## config.mk

```make
export PLATFORM = sky130hd
export DESIGN_NAME = sd_block_read
export DESIGN_NICKNAME = d
export VERILOG_FILES = /design/src/rtl/sd_block_read.sv
export SDC_FILE = /design/constraint.sdc
export NUM_CORES = 1
export LEC_CHECK = 0
export ABC_CLOCK_PERIOD_IN_PS = 2860
export CAP_MARGIN = 20
export CORE_MARGIN = 2
export CORE_UTILIZATION = 56
export CTS_CLUSTER_DIAMETER = 30
export CTS_CLUSTER_SIZE = 20
export DETAILED_ROUTE_END_ITERATION = 16
export PLACE_DENSITY = 0.78
export SKIP_CTS_REPAIR_TIMING = 1
export SYNTH_ARGS = -nofsm -noshare
export SYNTH_HDL_FRONTEND = slang
export SYNTH_SLANG_ARGS = --single-unit
```

## constraint.sdc

```tcl
create_clock -name SD_CLK -period 2.86 [get_ports SD_CLK]
set_input_delay 0.572 -clock SD_CLK [delete_from_list [all_inputs] [get_ports SD_CLK]]
set_output_delay 0.572 -clock SD_CLK [all_outputs]
set_load 0.01 [all_outputs]
```

## src/rtl/sd_block_read.sv

```systemverilog
// SPI-mode SD single-block read engine: CMD17, R1, start token, payload byte stream, CRC, 8 tail clocks.
// Optional payload CRC16-CCITT check is built only when SD_CRC16_CHK_EN is defined.
module sd_block_read #(
   parameter int unsigned BLOCK_BYTES   = 512,
   parameter int unsigned RESP_TIMEOUT  = 128,
   parameter int unsigned TOKEN_TIMEOUT = 4096,
   parameter int unsigned ADDR_SHIFT    = 9
) (
   input  logic        SD_CLK,
   input  logic        rst_n,
   input  logic        init,
   input  logic        read_req,
   input  logic [31:0] read_addr,
   input  logic        SD_DATAOUT,
   output logic        SD_CS,
   output logic        SD_DATAIN,
   output logic        read_busy,
   output logic [7:0]  rd_data,
   output logic        rd_valid,
   output logic        read_done,
   output logic        read_err,
   output logic [2:0]  err_code
);

   localparam int unsigned CMD_BITS  = 48;
   localparam int unsigned CRC_BITS  = 16;
   localparam int unsigned TAIL_CLKS = 8;
   localparam int unsigned MAX_A     = (BLOCK_BYTES > CMD_BITS) ? BLOCK_BYTES : CMD_BITS;
   localparam int unsigned MAX_B     = (RESP_TIMEOUT > TOKEN_TIMEOUT) ? RESP_TIMEOUT : TOKEN_TIMEOUT;
   localparam int unsigned CNT_MAX   = (MAX_A > MAX_B) ? MAX_A : MAX_B;
   localparam int unsigned CNT_W     = $clog2(CNT_MAX + 1);

   localparam logic [2:0] ERR_NONE    = 3'd0;
   localparam logic [2:0] ERR_R1_TO   = 3'd1;
   localparam logic [2:0] ERR_R1_BAD  = 3'd2;
   localparam logic [2:0] ERR_TOK_TO  = 3'd3;
   localparam logic [2:0] ERR_TOK_BAD = 3'd4;
   localparam logic [2:0] ERR_CRC     = 3'd5;

   typedef enum logic [2:0] {
      S_IDLE, S_CMD, S_RESP, S_R1, S_TOKEN, S_DATA, S_CRC, S_TAIL
   } state_t;

   state_t           r_state;
   logic [CNT_W-1:0] r_cnt;
   logic [2:0]       r_bit_cnt;
   logic [6:0]       r_byte;
   logic [47:0]      r_cmd_shift;
   logic [2:0]       r_err_pend;
   logic             r_sd_cs;
   logic             r_sd_datain;
   logic             r_read_busy;
   logic [7:0]       r_rd_data;
   logic             r_rd_valid;
   logic             r_read_done;
   logic             r_read_err;
   logic [2:0]       r_err_code;

   logic [31:0]      w_arg;
   logic [47:0]      w_cmd;
   logic [7:0]       w_byte;
   logic             w_byte_end;
   logic             w_crc_bad;

   assign w_arg      = read_addr << ADDR_SHIFT;
   assign w_cmd      = {8'h51, w_arg, 8'hFF};
   assign w_byte     = {r_byte, SD_DATAOUT};
   assign w_byte_end = (r_bit_cnt == 3'd7);

`ifdef SD_CRC16_CHK_EN
   logic [15:0] r_crc;
   logic [14:0] r_crc_rx;
   logic [15:0] w_crc_next;

   assign w_crc_next = {r_crc[14:0], 1'b0} ^ ((r_crc[15] ^ SD_DATAOUT) ? 16'h1021 : 16'h0000);
   assign w_crc_bad  = ({r_crc_rx, SD_DATAOUT} != r_crc);

   // Running CRC over payload bits, cleared while hunting for the start token
   always_ff @(posedge SD_CLK or negedge rst_n) begin
      if (!rst_n) begin
         r_crc    <= '0;
         r_crc_rx <= '0;
      end else begin
         if (r_state == S_TOKEN) r_crc <= '0;
         else if (r_state == S_DATA) r_crc <= w_crc_next;
         if (r_state == S_CRC) r_crc_rx <= {r_crc_rx[13:0], SD_DATAOUT};
      end
   end
`else
   assign w_crc_bad = 1'b0;
`endif

   always_ff @(posedge SD_CLK or negedge rst_n) begin
      if (!rst_n) begin
         r_state     <= S_IDLE;
         r_cnt       <= '0;
         r_bit_cnt   <= '0;
         r_byte      <= '0;
         r_cmd_shift <= '1;
         r_err_pend  <= ERR_NONE;
         r_sd_cs     <= 1'b1;
         r_sd_datain <= 1'b1;
         r_read_busy <= 1'b0;
         r_rd_data   <= '0;
         r_rd_valid  <= 1'b0;
         r_read_done <= 1'b0;
         r_read_err  <= 1'b0;
         r_err_code  <= ERR_NONE;
      end else begin
         r_rd_valid  <= 1'b0;
         r_read_done <= 1'b0;
         case (r_state)
            S_IDLE: begin
               r_sd_cs     <= 1'b1;
               r_sd_datain <= 1'b1;
               r_read_busy <= 1'b0;
               if (init && read_req) begin
                  r_read_busy <= 1'b1;
                  r_read_err  <= 1'b0;
                  r_err_code  <= ERR_NONE;
                  r_err_pend  <= ERR_NONE;
                  r_sd_cs     <= 1'b0;
                  r_sd_datain <= w_cmd[47];
                  r_cmd_shift <= {w_cmd[46:0], 1'b1};
                  r_cnt       <= CNT_W'(CMD_BITS - 1);
                  r_state     <= S_CMD;
               end
            end
            S_CMD: begin
               if (r_cnt == '0) begin
                  r_sd_datain <= 1'b1;
                  r_cnt       <= CNT_W'(RESP_TIMEOUT);
                  r_state     <= S_RESP;
               end else begin
                  r_sd_datain <= r_cmd_shift[47];
                  r_cmd_shift <= {r_cmd_shift[46:0], 1'b1};
                  r_cnt       <= r_cnt - CNT_W'(1);
               end
            end
            // First low bit on MISO is R1[7]; seven more bits follow
            S_RESP: begin
               if (!SD_DATAOUT) begin
                  r_byte    <= '0;
                  r_bit_cnt <= 3'd1;
                  r_state   <= S_R1;
               end else if (r_cnt <= CNT_W'(1)) begin
                  r_err_pend <= ERR_R1_TO;
                  r_cnt      <= CNT_W'(TAIL_CLKS - 1);
                  r_state    <= S_TAIL;
               end else begin
                  r_cnt <= r_cnt - CNT_W'(1);
               end
            end
            S_R1: begin
               r_byte    <= w_byte[6:0];
               r_bit_cnt <= r_bit_cnt + 3'd1;
               if (w_byte_end) begin
                  if (w_byte == 8'h00) begin
                     r_cnt   <= CNT_W'(TOKEN_TIMEOUT);
                     r_state <= S_TOKEN;
                  end else begin
                     r_err_pend <= ERR_R1_BAD;
                     r_cnt      <= CNT_W'(TAIL_CLKS - 1);
                     r_state    <= S_TAIL;
                  end
               end
            end
            // Anything other than the start token or a data-error token counts as idle fill
            S_TOKEN: begin
               r_byte    <= w_byte[6:0];
               r_bit_cnt <= r_bit_cnt + 3'd1;
               if (w_byte_end) begin
                  if (w_byte == 8'hFE) begin
                     r_cnt   <= CNT_W'(BLOCK_BYTES - 1);
                     r_state <= S_DATA;
                  end else if (w_byte[7:4] == 4'h0) begin
                     r_err_pend <= ERR_TOK_BAD;
                     r_cnt      <= CNT_W'(TAIL_CLKS - 1);
                     r_state    <= S_TAIL;
                  end else if (r_cnt <= CNT_W'(1)) begin
                     r_err_pend <= ERR_TOK_TO;
                     r_cnt      <= CNT_W'(TAIL_CLKS - 1);
                     r_state    <= S_TAIL;
                  end else begin
                     r_cnt <= r_cnt - CNT_W'(1);
                  end
               end
            end
            S_DATA: begin
               r_byte    <= w_byte[6:0];
               r_bit_cnt <= r_bit_cnt + 3'd1;
               if (w_byte_end) begin
                  r_rd_data  <= w_byte;
                  r_rd_valid <= 1'b1;
                  if (r_cnt == '0) begin
                     r_cnt   <= CNT_W'(CRC_BITS - 1);
                     r_state <= S_CRC;
                  end else begin
                     r_cnt <= r_cnt - CNT_W'(1);
                  end
               end
            end
            S_CRC: begin
               if (r_cnt == '0) begin
                  if (w_crc_bad) r_err_pend <= ERR_CRC;
                  r_cnt   <= CNT_W'(TAIL_CLKS - 1);
                  r_state <= S_TAIL;
               end else begin
                  r_cnt <= r_cnt - CNT_W'(1);
               end
            end
            // Every path ends here so the card always gets its trailing clocks
            S_TAIL: begin
               if (r_cnt == '0) begin
                  r_sd_cs     <= 1'b1;
                  r_read_done <= 1'b1;
                  r_read_err  <= (r_err_pend != ERR_NONE);
                  r_err_code  <= r_err_pend;
                  r_state     <= S_IDLE;
               end else begin
                  r_cnt <= r_cnt - CNT_W'(1);
               end
            end
            default: r_state <= S_IDLE;
         endcase
      end
   end

   assign SD_CS     = r_sd_cs;
   assign SD_DATAIN = r_sd_datain;
   assign read_busy = r_read_busy;
   assign rd_data   = r_rd_data;
   assign rd_valid  = r_rd_valid;
   assign read_done = r_read_done;
   assign read_err  = r_read_err;
   assign err_code  = r_err_code;

endmodule

```

==> run summary <==
status = finished, final reports clean
VDD IR max = 0.323 mV
Post-Synthesis Cells = 469
clock root buffer = clkbuf_8
fin util = 69.0%
Clk Latency, worst-skew pair = 0.36 ns
Die W = 92.5 um
Cell variety after synth = 63
CP peak stage delay = 0.51 ns
Worst EP arrival = 2.97 ns
Ports = 54
H-tree depth = 3
top cell type's share of synthesized area = 25.1%
Final Hold Violating Endpoints = 0
Final setup viols = 0
most common cell in the netlist = nand2_1
fraction of layout cells with a size suffix above 1 = 18.8%
setup slack, reg-to-reg = 0.18 ns
routing usage on met3 = 3.91%
Cell Rows = 32
residual DRC count = 0
Tightest Pin Transition = 0.777 ns
Die ar. = 8560 um^2
Power Density = 405 nW/um^2
R2R cell count = 9
Commonest cells post-synth = 102 x nand2_1, 56 x o21ai_0, 44 x dfrtp_1, 41 x dfstp_2, 26 x nor2_1
DRT Pass-1 Iters = 5
Slew Viols, Final = 0
Die H = 92.5 um
core area = 7650 um^2
FF-to-FF End = r_state[2]$_DFFE_PN0P_
crit-path leading delay family = simple AND/OR/NAND/NOR gates
Final Cycle Share = 93.6%
total clock buffers created by CTS = 9
worst-path fanout max = 13
Crit Path Class = flip-flop to flip-flop
fin crit period = 2.68 ns
synthesis warning total = 0
initial antenna violation count = 0
initial core utilization = 57.4%
hold crit path type = primary input to async pin
Layout area overhead = 20.3%
CP Cell Sequence = inv_1 > ha_1 > or4b_4 > nor4_4 > buf_4 > nor3_1 > a2111oi_4 > a31oi_1 > nor2_1
mapped cell area = 4390 um^2
Clock Path Buffers = 2
max cap viols = 0
Clock Skew = 0.0116 ns
total gr overflow = 0
FF-to-FF Start = r_cnt[0]$_DFFE_PN0P_
CTS tree = done
area leader, netlist = dfrtp_1
Leak = 2.44 nW
DRT antenna net count = 0
DR WL/cell = 15.9 um
Reg clk slew, reported paths = 0.09 ns
FMAX = 0.374 GHz
largest net degree at the start of global routing = 64
Main synth FF type = dfrtp_1
CP Launch Type = flip-flop
DP HPWL = 7090 um
drt via density = 5.73
vias = 3630
first-pass GRT wire length = 16900 um
M2 GR Usage = 40.3%
#FFs+latches synth = 85
TNS Setup = 0 ns
diode count = 0
average cell area after synthesis = 9.36 um^2
Async SR Flop Fraction = 100%
slew margin rel. = 48.2%
Critical Path End Type = flip-flop
CP Data Required Time = 3.15 ns
Slowest cell on crit path = or4b_4
gpl congestion = 0.896
filler cell count = 592
DR iter-0 viols = 200
Syn Nets = 510
final net count = 568
post-synthesis sequential area ratio = 49.6%
RSZ-0062 raised after global routing = false
vias in the first global route = 3635
GRT Resource Usage Total = 25.0%
EDFF count, synth = 0
clk sinks = 85
top post-synthesis cells by area = dfrtp_1 25%, dfstp_2 25%, nand2_1 8.7%
final wirelength = 10100 um
GR peak layer = met2
IO Port Bufs = 44
met1 GRT Util = 33.6%
Buf/Inv on CP = 2
## worst register-to-register path, delay by kind of cell, from the launching register on
family | cells | cell delay (ns)
simple gates | 4 | 1.00
buf+inv | 2 | 0.34
flops | 1 | 0.44
compound gates | 2 | 0.59
fa+ha+maj | 1 | 0.22
## power by group
group | leakage [nW] | internal, W | total (W) | switching [W]
registers | 0.953 | 0.00121 | 0.00121 | 0.000000322
logic | 1.38 | 0.0000385 | 0.0000721 | 0.0000336
clock network | 0.0990 | 0.000400 | 0.000858 | 0.000458
## metrics by stage
stage	total power, W	setup slack (ns)	cells	area (um^2)	hold WS, ns
2_1_floorplan	0.00123	0.494	469	4390	0.276
3_3_place_gp	0.00130	0.183	618	5080	0.460
3_5_place_dp	0.00130	0.155	618	5080	0.461
4_1_cts	0.00215	0.176	634	5280	0.308
5_1_grt	0.00220	0.00244	634	5280	0.354
6_report	0.00214	0.183	634	5280	0.285
## logic make-up after synthesis
| group | count (synthesis) | synth area share (%) |
|---|---|---|
| mux | 29 | 6.73 |
| xor+xnor | 4 | 0.798 |
| buf+inv | 31 | 2.96 |
| fa+ha+maj | 4 | 1.14 |
| flops | 85 | 49.6 |
| compound gates | 115 | 16.8 |
| simple gates | 201 | 21.9 |
## worst max-delay path by stage
stage | from | end | depth (start not counted)
finish | r_cnt[0]$_DFFE_PN0P_ | r_state[2]$_DFFE_PN0P_ | 9
global route | r_cnt[0]$_DFFE_PN0P_ | r_state[2]$_DFFE_PN0P_ | 9
CTS | r_cnt[0]$_DFFE_PN0P_ | r_state[2]$_DFFE_PN0P_ | 9
detailed placement | SD_DATAOUT | r_cnt[6]$_DFFE_PN0P_ | 7
global placement | SD_DATAOUT | r_cnt[2]$_DFFE_PN0P_ | 7
floorplan | r_cnt[0]$_DFFE_PN0P_ | r_state[1]$_DFFE_PN0P_ | 9
## per-layer routing
layer	up-vias	part of all wire [%]
li1	1794	-
met1	1748	46
met2	73	49
met3	15	3.7
met4	0	1.7
met5	-	0
## area by class of cell
cell class,instances,area (um^2),area share [%]
clock inverters,5,40.0,0.758
multi-input cells,353,2090,39.5
repair buffers,69,651,12.3
well taps,102,128,2.42
inverters,9,33.8,0.640
clock buffers,11,163,3.08
flip-flops and latches,85,2180,41.3
## sequential cells by signal (all words and copies together) (netlist names)
register,count
SD_DATAIN,1
r_state,3
r_cmd_shift,39
read_busy,1
err_code,3
rd_data,8
r_bit_cnt,3
r_byte,7
r_err_pend,3
SD_CS,1
read_done,1
rd_valid,1
r_cnt,13
read_err,1
## placed cells by master (no fill, tap or decap), drive strengths merged, types with 5 or more instances in the layout
master,netlist,routed
a22o,8,8
or3,5,5
nor4,7,7
nor2,28,28
nand4,7,7
a2bb2oi,5,5
dfstp,41,41
nor3,15,15
o21ai,56,56
buf,8,26
clkbuf,14,11
a21oi,13,13
nor2b,6,6
dfrtp,44,44
inv,7,9
mux2i,25,25
nand3,11,11
clkdlybuf4s50,0,43
nand2,102,102
No activity file was read; power rests on OpenSTA's default activity.
